--- src/rtl/rv_instr_encoder.sv ---
// rtl/rv_instr_encoder.sv - packs decoded RV64IM fields into 32-bit instruction words
// One raw input register stage feeding a circular output FIFO; unencodable requests queue as zero with err set.
module rv_instr_encoder #(
  parameter int FIFO_DEPTH = 4,
  parameter int CNT_W      = 32
) (
  input  logic             clk,
  input  logic             reset,
  input  logic             in_valid,
  output logic             in_ready,
  input  logic [2:0]       in_fmt,
  input  logic [6:0]       in_opcode,
  input  logic [2:0]       in_func3,
  input  logic [6:0]       in_func7,
  input  logic [4:0]       in_rd,
  input  logic [4:0]       in_rs1,
  input  logic [4:0]       in_rs2,
  input  logic [31:0]      in_imm,
  output logic             out_valid,
  input  logic             out_ready,
  output logic [31:0]      out_instr,
  output logic             out_err,
  output logic [CNT_W-1:0] enc_count,
  output logic [CNT_W-1:0] err_count
);

  localparam int PW = (FIFO_DEPTH > 1) ? $clog2(FIFO_DEPTH) : 1;
  localparam int CW = $clog2(FIFO_DEPTH + 1);

  localparam logic [2:0] FMT_R  = 3'd0;
  localparam logic [2:0] FMT_I  = 3'd1;
  localparam logic [2:0] FMT_S  = 3'd2;
  localparam logic [2:0] FMT_SB = 3'd3;
  localparam logic [2:0] FMT_U  = 3'd4;
  localparam logic [2:0] FMT_UJ = 3'd5;
  localparam logic [2:0] FMT_SH = 3'd6;

  logic             s1_valid_q;
  logic [2:0]       s1_fmt_q;
  logic [6:0]       s1_op_q;
  logic [2:0]       s1_f3_q;
  logic [6:0]       s1_f7_q;
  logic [4:0]       s1_rd_q, s1_rs1_q, s1_rs2_q;
  logic [31:0]      s1_imm_q;

  logic [31:0]      mem_instr_q [FIFO_DEPTH];
  logic             mem_err_q   [FIFO_DEPTH];
  logic [PW-1:0]    wptr_q, rptr_q;
  logic [CW-1:0]    count_q, count_d;
  logic [CNT_W-1:0] enc_cnt_q, err_cnt_q;

  logic [31:0]      enc_instr;
  logic             enc_err;
  logic [CW:0]      occupancy;
  logic             accept, push, pop;

  function automatic logic [PW-1:0] ptr_inc(input logic [PW-1:0] p);
    return (p == PW'(FIFO_DEPTH - 1)) ? '0 : p + PW'(1);
  endfunction

  // Occupancy counts the stage-1 entry so a push is always guaranteed a free slot.
  assign occupancy = {1'b0, count_q} + {{CW{1'b0}}, s1_valid_q};
  assign in_ready  = reset && (occupancy < (CW + 1)'(FIFO_DEPTH));
  assign accept    = in_valid && in_ready;
  assign push      = s1_valid_q;
  assign out_valid = (count_q != '0);
  assign pop       = out_valid && out_ready;
  assign out_instr = out_valid ? mem_instr_q[rptr_q] : 32'h0;
  assign out_err   = out_valid ? mem_err_q[rptr_q] : 1'b0;
  assign enc_count = enc_cnt_q;
  assign err_count = err_cnt_q;

  always_comb begin
    enc_instr = 32'h0;
    enc_err   = 1'b0;
    case (s1_fmt_q)
      FMT_R:  enc_instr = {s1_f7_q, s1_rs2_q, s1_rs1_q, s1_f3_q, s1_rd_q, s1_op_q};
      FMT_I: begin
        enc_err   = (s1_imm_q[31:11] != {21{s1_imm_q[11]}});
        enc_instr = {s1_imm_q[11:0], s1_rs1_q, s1_f3_q, s1_rd_q, s1_op_q};
      end
      FMT_S: begin
        enc_err   = (s1_imm_q[31:11] != {21{s1_imm_q[11]}});
        enc_instr = {s1_imm_q[11:5], s1_rs2_q, s1_rs1_q, s1_f3_q, s1_imm_q[4:0], s1_op_q};
      end
      FMT_SB: begin
        enc_err   = (s1_imm_q[31:12] != {20{s1_imm_q[12]}}) || s1_imm_q[0];
        enc_instr = {s1_imm_q[12], s1_imm_q[10:5], s1_rs2_q, s1_rs1_q, s1_f3_q,
                     s1_imm_q[4:1], s1_imm_q[11], s1_op_q};
      end
      FMT_U: begin
        enc_err   = (s1_imm_q[11:0] != 12'h0);
        enc_instr = {s1_imm_q[31:12], s1_rd_q, s1_op_q};
      end
      FMT_UJ: begin
        enc_err   = (s1_imm_q[31:20] != {12{s1_imm_q[20]}}) || s1_imm_q[0];
        enc_instr = {s1_imm_q[20], s1_imm_q[10:1], s1_imm_q[11], s1_imm_q[19:12], s1_rd_q, s1_op_q};
      end
      FMT_SH: begin
        enc_err   = (s1_imm_q[31:6] != 26'h0);
        enc_instr = {s1_f7_q[6:1], s1_imm_q[5:0], s1_rs1_q, s1_f3_q, s1_rd_q, s1_op_q};
      end
      default: enc_err = 1'b1;
    endcase
    if (s1_op_q[1:0] != 2'b11) enc_err = 1'b1;
    if (enc_err) enc_instr = 32'h0;
  end

  always_comb begin
    count_d = count_q;
    if (push && !pop)      count_d = count_q + CW'(1);
    else if (!push && pop) count_d = count_q - CW'(1);
  end

  always_ff @(posedge clk or negedge reset) begin
    if (!reset) begin
      s1_valid_q <= 1'b0;
      s1_fmt_q   <= '0;
      s1_op_q    <= '0;
      s1_f3_q    <= '0;
      s1_f7_q    <= '0;
      s1_rd_q    <= '0;
      s1_rs1_q   <= '0;
      s1_rs2_q   <= '0;
      s1_imm_q   <= '0;
      wptr_q     <= '0;
      rptr_q     <= '0;
      count_q    <= '0;
      enc_cnt_q  <= '0;
      err_cnt_q  <= '0;
    end else begin
      s1_valid_q <= accept;
      if (accept) begin
        s1_fmt_q <= in_fmt;
        s1_op_q  <= in_opcode;
        s1_f3_q  <= in_func3;
        s1_f7_q  <= in_func7;
        s1_rd_q  <= in_rd;
        s1_rs1_q <= in_rs1;
        s1_rs2_q <= in_rs2;
        s1_imm_q <= in_imm;
      end
      if (push) wptr_q <= ptr_inc(wptr_q);
      if (pop) begin
        rptr_q <= ptr_inc(rptr_q);
        if (mem_err_q[rptr_q]) err_cnt_q <= err_cnt_q + CNT_W'(1);
        else                   enc_cnt_q <= enc_cnt_q + CNT_W'(1);
      end
      count_q <= count_d;
    end
  end

  // Storage needs no reset: the outputs are masked whenever the FIFO is empty.
  always_ff @(posedge clk) begin
    if (push) begin
      mem_instr_q[wptr_q] <= enc_instr;
      mem_err_q[wptr_q]   <= enc_err;
    end
  end

endmodule

--- config.mk ---
export PLATFORM = sky130hd
export DESIGN_NAME = rv_instr_encoder
export DESIGN_NICKNAME = d
export VERILOG_FILES = /design/src/rtl/rv_instr_encoder.sv
export SDC_FILE = /design/constraint.sdc
export NUM_CORES = 1
export LEC_CHECK = 0
export ABC_AREA = 0
export ABC_CLOCK_PERIOD_IN_PS = 3070
export BUFFER_PORTS_ARGS = -buffer_cell sky130_fd_sc_hd__buf_2
export CAP_MARGIN = 10
export CORE_MARGIN = 4
export CORE_UTILIZATION = 25
export DETAILED_ROUTE_END_ITERATION = 6
export GPL_TIMING_DRIVEN = 0
export SYNTH_ARGS = -nofsm -noshare
export SYNTH_HDL_FRONTEND = slang
export SYNTH_SLANG_ARGS = --single-unit
--- constraint.sdc ---
create_clock -name clk -period 3.07 [get_ports clk]
set_input_delay 0.1535 -clock clk [delete_from_list [all_inputs] [get_ports clk]]
set_output_delay 0.1535 -clock clk [all_outputs]
set_load 0.005 [all_outputs]
==> reports/metrics.csv, run 1 <==
metric,value,unit
path_clk_slew,60,ps
avgViaCountPerCell,4.554,
numCtsBuffers,29,
max-slew-margin-rel,0.2342,
antennaDiodeCount,0,
area_growth,31.53,%
ant_nets,0,
grt_busiest_layer,met2,
power_switching,4.875,mW
power.leakage,6.329,nW
worst_slew_pin_slew,1149,ps
clock_path_buffers,3,
hp-class,input pin to asynchronous set/reset pin,
drt-total-wl,31.60,mm
synth-seq-area-share,0.6222,
num_rows,79,
core,46950,um^2
crit_type,flip-flop to flip-flop,
dpl.cell_count,1616,
worstSkewPairLatency,560,ps
report.final.hold_viol_count,0,
syn_inst,835,
drv_cap,0,
worst_path_largest_cell_delay,920,ps
die_h,226.7,um
final_cells,1739,
crit_slowest_cell,clkbuf_1,
sw_frac_of_total,0.3612,
overflow,0,
layout_setup_ws,169.9,ps
drc,0,
fin_util,0.3351,
dr_total_vias,7919,
ys_ff_latch,271,
period_share,0.9447,
io_pins,170,
syn_area,11960,um^2
wl_per_cell,18.17,um
grtUsageTotal,0.1211,
setup_viol,0,
end_kind,flip-flop,
peakVddDrop,0.4649,mV
syn_avg_cell_area,14.33,um^2
start_util,0.2548,
final_layout_size_suffix_gt1_frac,0.3401,
grt_start_max_net_pins,74,
crit_fanout,10,
post-cts-setup-buffer-count,0,
die_x,226.7,um
place_congestion,0.8325,
design_area,15730,um^2
synthesis.nets,917,
nets,1191,
cp.arrival,3150,ps
required,3320,ps
met3_usage,0.01851,
dp_slack,-459.5,ps
period_needed,2900,ps
outcome,"finished, final reports clean",
clockPowerShare,0.256,
pwr_density_cell,857.9,nW/um^2
h-tree-depth,1,
path_cells,"clkbuf_1, xnor2_1, nor4_2, clkbuf_1, nor4_4",
die_area,51410,um^2
grt_pass1_vias,8230,
internal-power,8.622,mW
cts_tree,yes,
firstDrtPassIters,5,
setup_tns,0,ps
grtUsageMet2,0.1969,
clock_skew,9.293,ps
fill_cells,4534,
critPathTopFamily,buffers and inverters,
ys_warn_count,0,
cts_root_buffer,clkbuf_16,
path_buf_inv,2,
place_area,13690,um^2
antenna_found_initial,0,
async_flop_share,0.5129,
cts.sinks,271,
start_kind,flip-flop,
timing.hold.ws,192.9,ps
synth.distinct_cells,51,
met1_usage,0.1701,
synth_top_flop_cell,dfrtp_1,
first_iter_violations,447,
grt_pass1_wl,48.85,mm
path_common_cell,clkbuf_1,
portBuffers,169,
seqPwrFrac,0.388,
drv_slew,0,
synth_edf_count,132,
comb_power_share,0.356,
p_total,13.50,mW
fmax,0.3448,GHz
hpwl,22.60,mm
layer usage:
metal  share of wire  wire (um)
met5               0          0
met4           0.022        688
met3           0.049       1546
met2            0.48      15090
met1            0.45      14270
worst register-to-register path: cells and delay by family, from the launching register on:
kind	cells	cell delay (ps)
and+or+nand+nor	2	820
buffers and inverters	2	1270
DFF	1	320
xor gates and xnor gates	1	170
path summary, 6_finish.rpt:
kind / endpoint / slack (ps) / start / depth (start not counted)
worst min register to register: err_count[31]$_DFFE_PN0P_ / 460 / err_count[31]$_DFFE_PN0P_ / 1
worst max-delay path: mem_instr_q[0][18]$_DFFE_PP_ / 170 / s1_fmt_q[1]$_DFFE_PN0P_ / 5
max in group asynchronous: s1_imm_q[16]$_DFFE_PN0P_ / 2490 / reset / 3
worst min-delay path: enc_count[16]$_DFFE_PN0P_ / 190 / reset / 3
min in group clk: s1_imm_q[21]$_DFFE_PN0P_ / 350 / in_imm[21] / 3
worst max register to register: mem_instr_q[0][18]$_DFFE_PP_ / 170 / s1_fmt_q[1]$_DFFE_PN0P_ / 5
layout by cell type (no fill, tap or decap), types with 4 or more instances in the layout:
cell / synthesis / final
o21ai_0: 6 / 6
mux4_2: 33 / 33
buf_12: 0 / 4
nand2_1: 35 / 35
ha_1: 10 / 10
buf_2: 2 / 171
a22oi_1: 18 / 18
a221oi_1: 4 / 4
and4_1: 9 / 9
nor4_4: 2 / 22
nor2_1: 40 / 40
clkbuf_2: 0 / 4
nor3_2: 7 / 8
nor3_1: 13 / 12
edfxtp_1: 132 / 132
nand3_1: 25 / 25
clkbuf_1: 30 / 35
mux2_2: 76 / 76
xnor2_1: 39 / 39
and2_2: 0 / 4
nor2b_1: 37 / 37
a21oi_1: 9 / 9
a211oi_1: 7 / 7
buf_1: 10 / 8
dfrtp_1: 139 / 139
nor4_2: 2 / 9
mux2i_1: 8 / 8
clkinv_1: 1 / 5
and3_1: 6 / 6
clkbuf_8: 0 / 4
xor2_1: 27 / 27
inv_1: 23 / 23
dlygate4sd3_1: 0 / 69
clkbuf_16: 0 / 29
nand4_1: 16 / 16
area by class of cell:
class | instances | area (um^2) | area share
clock inverters | 10 | 113.9 | 0.007237
repair buffers | 244 | 1678 | 0.1066
plain buffers | 42 | 183.9 | 0.01169
well taps | 607 | 759.5 | 0.04827
clock buffers | 44 | 822.0 | 0.05225
inverters | 24 | 90.09 | 0.005726
multi-input cells | 497 | 4643 | 0.2951
flip-flops and latches | 271 | 7442 | 0.4730
cells in the mapped netlist, types with 2 or more instances:
cell type    n  area (um^2)
clkbuf_1    30        112.6
mux4_2      33        743.2
or3_1        3        18.77
nor4_4       2        42.54
nand2_1     35        131.4
nand4_4      2        42.54
buf_1       10        37.54
mux2i_1      8        80.08
a21oi_1      9        45.04
a221oi_1     4        35.03
and2_1       5        31.28
nor3_1      13        65.06
xor2_1      27        236.5
nor4b_1      5        43.79
buf_2        2        10.01
o211ai_1     2        15.01
o21ai_0      6        30.03
nor2b_1     37        231.5
nand3_1     25        125.1
nand4_1     16        100.1
xnor2_1     39        341.6
a22oi_1     18        135.1
nand4b_1     3        26.28
nor3_2       7        70.07
dfrtp_1    139         3478
nand3b_1     3        22.52
inv_1       23        86.33
and4_1       9        78.83
edfxtp_1   132         3964
or2_2        2        12.51
a211oi_1     7        52.55
ha_1        10        125.1
nor4_2       2        25.02
nor2_1      40        150.1
nor4_1      30        187.7
and3_1       6        37.54
a311oi_1     2        17.52
mux2_2      76        855.8
state kept, by name (all words and copies together) (netlist names):
name / cells
rptr_q: 2
s1_f7_q: 7
s1_rd_q: 5
s1_rs1_q: 5
mem_instr_q: 128
err_count: 32
s1_fmt_q: 3
s1_rs2_q: 5
enc_count: 32
push: 1
s1_imm_q: 32
s1_op_q: 7
mem_err_q: 4
s1_f3_q: 3
count_q: 3
wptr_q: 2
logic make-up (layout without fill, tap and decap cells):
kind of cell,count (synthesis),count (layout),synth area share
AO/OA/AOI/OAI,56,56,0.03305
XOR/XNOR,66,66,0.04833
adder cells (fa/ha/maj),11,11,0.01213
buffers and inverters,67,364,0.02186
flip-flops,271,271,0.6222
multiplexers,117,117,0.1404
AND/OR/NAND/NOR,247,247,0.1221
what timing repair did:
item,CTS,global route
hold buffers,70,0
gates resized for setup,38,32
endpoints found under the setup margin,131,137
endpoints found under the hold margin,134,0
power groups by stage:
| stage | sequential [mW] | combinational (mW) | clock, mW |
|---|---|---|---|
| after global routing | 5.32 | 5.27 | 3.71 |
| final | 5.24 | 4.80 | 3.46 |
| after global placement | 5.25 | 4.15 | 0 |
| after floorplan | 5.05 | 2.82 | 0 |
| after CTS | 5.21 | 4.69 | 3.56 |
| after detailed placement | 5.27 | 4.27 | 0 |
No activity file was read; power rests on OpenSTA's default activity.
==> run 2: changes to the inputs <==
PLACE_DENSITY = 0.39   (was not set)
==> run 2 against run 1 <==
Effect of this change:
- die area unchanged
- clock-buffer cell count is 4 lower
- first-iteration DRC count down 20%
- total power increased by 2.5%
- non-clock buffer count is 1 lower
- clock skew grew 13 ps
- clock power increased by 12%
- maximum frequency fell by 2.7%
- setup slack worse by 81 ps
- utilization is 0.20 points higher
- via count decreased by 1.5%
- cell area up 0.60%
==> reports/metrics.csv, run 2 (synthesis results as in run 1) <==
metric,value,unit,change
outcome,"finished, final reports clean",,
largest_reg_flops,128,,unchanged
report.final.hold_viol_count,0,,unchanged
fill_cells,4600,,+1.5%
path_buf_inv,3,,+1
core,46950,um^2,unchanged
critPathTopFamily,buffers and inverters,,
grt_pass1_vias,8271,,+0.50%
period_share,0.9710,,+0.02636
rsz0062_at_grt,true,,
hpwl,23.82,mm,+5.4%
numCtsBuffers,34,,+17%
power.leakage,6.410,nW,+1.3%
num_rows,79,,unchanged
regMostFlops,mem_instr_q,,
fmax,0.3355,GHz,-2.7%
pwr_density_cell,874.5,nW/um^2,+1.9%
path_cells,"clkbuf_1, nor2b_1, clkbuf_1, a211oi_1, o221a_2, a311oi_2, buf_2, nor3_1",,
place_congestion,0.7937,,-4.7%
layout_commonest_cell,buf_2,,
setup_tns,0,ps,unchanged
worst_path_largest_cell_delay,570,ps,-350 ps
cts_root_buffer,clkbuf_16,,
final_cell_mix,"buf_2 (171), dfrtp_1 (139), edfxtp_1 (132)",,
avgViaCountPerCell,4.479,,-1.6%
cts.sinks,271,,unchanged
cp.arrival,3200,ps,+50 ps
period_needed,2981,ps,+80.94 ps
crit_type,flip-flop to flip-flop,,
ant_nets,0,,unchanged
cts_tree,yes,,
dp_slack,-540.1,ps,-80.61 ps
path_common_cell,clkbuf_1,,
grt_pass1_wl,51.45,mm,+5.3%
grtUsageTotal,0.1319,,+0.01076
first_iter_violations,359,,-20%
die_area,51410,um^2,unchanged
end_kind,flip-flop,,
wl_per_cell,19.35,um,+6.5%
drv_cap,0,,unchanged
setup_viol,0,,unchanged
path_clk_slew,60,ps,about the same
start_util,0.2548,,unchanged
portBuffers,169,,unchanged
final_layout_size_suffix_gt1_frac,0.3551,,+0.01496
required,3290,ps,-30 ps
antenna_found_initial,1,,+1
firstDrtPassIters,4,,-1
io_pins,170,,unchanged
worstSkewPairLatency,550,ps,about the same
die_x,226.7,um,unchanged
drt-total-wl,33.71,mm,+6.7%
dr_total_vias,7802,,-1.5%
drc,0,,unchanged
nets,1195,,+0.34%
crit_fanout,10,,unchanged
worst_slew_pin_slew,846.8,ps,-301.9 ps
drv_slew,0,,unchanged
hp-class,input pin to flip-flop,,
antennaDiodeCount,0,,unchanged
peakVddDrop,0.4070,mV,-12%
grt_start_max_net_pins,82,,+11%
clock_skew,22.38,ps,+13.08 ps
overflow,0,,unchanged
crit_slowest_cell,a311oi_2,,
area_growth,32.31,%,
start_kind,flip-flop,,
max-slew-margin-rel,0.4355,,+0.2013
p_total,13.84,mW,+2.5%
die_h,226.7,um,unchanged
layout_setup_ws,88.95,ps,-80.94 ps
clock_path_buffers,3,,unchanged
h-tree-depth,2,,+1
==> run 2: cell types whose count changed in the layout (fill, tap and decap cells not counted), sizes merged <==
cell,change
inv,+1
clkbuf,-4
clkinv,+5
clkinvlp,+2
dlygate4sd3,-1
==> run 2: power by group <==
part | total (mW) | internal (mW) | switching [mW]
Clock | 3.86 | 2.28 | 1.58
Combinational | 4.73 | 2.01 | 2.73
Sequential | 5.24 | 4.60 | 0.649
==> run 2: worst min-delay path: stages <==
cell and delay [ps]:
buf_2 100, o31a_1 150, nand2_1 80, nand2_1 40
==> run 2: through the flow <==
stage               cells  area [um^2]  utilization  hold slack [ps]
floorplan             835        11960            -           -142.1
global placement     1611        13570       0.2890            388.2
detailed placement   1616        13690       0.2916            185.8
CTS                  1743        15630       0.3328            7.018
global route         1742        15830       0.3371            38.31
finish               1742        15830       0.3371            36.93
==> run 2: layout make-up <==
| type | count | area (um^2) | area share |
|---|---|---|---|
| well taps | 607 | 759.5 | 0.04799 |
| multi-input cells | 497 | 4604 | 0.2909 |
| flip-flops and latches | 271 | 7442 | 0.4702 |
| repair buffers | 243 | 1675 | 0.1059 |
| clock buffers | 40 | 904.6 | 0.05716 |
| plain buffers | 42 | 190.2 | 0.01202 |
| clock inverters | 18 | 160.2 | 0.01012 |
| inverters | 24 | 90.09 | 0.005692 |
==> run 2: worst paths after layout <==
| kind | startpoint | end | slack [ps] | cells after the start |
|---|---|---|---|---|
| worst max-delay path | s1_fmt_q[1]$_DFFE_PN0P_ | mem_instr_q[3][1]$_DFFE_PP_ | 90 | 8 |
| worst min-delay path | out_ready | rptr_q[1]$_DFFE_PN0P_ | 40 | 4 |
| worst max register to register | s1_fmt_q[1]$_DFFE_PN0P_ | mem_instr_q[3][1]$_DFFE_PP_ | 90 | 8 |
| worst min register to register | enc_count[31]$_DFFE_PN0P_ | enc_count[31]$_DFFE_PN0P_ | 470 | 1 |
| max in group asynchronous | reset | s1_imm_q[6]$_DFFE_PN0P_ | 2220 | 3 |
| min in group asynchronous | reset | enc_count[13]$_DFFE_PN0P_ | 390 | 3 |
==> run 2: routing by layer <==
layer,vias to the layer above,GRT usage,share of wire
li1,3682,-,-
met1,3945,0.1841,0.47
met2,133,0.2089,0.47
met3,42,0.02991,0.043
met4,0,0.03358,0.018
met5,-,0,0
==> run 2: what timing repair did <==
item,4_1_cts,5_1_grt
buffers inserted,0,0
hold endpoints to repair,126,0
pin swaps,0,4
hold buffers,69,0
gates resized for setup,24,57
endpoints found under the setup margin,134,153
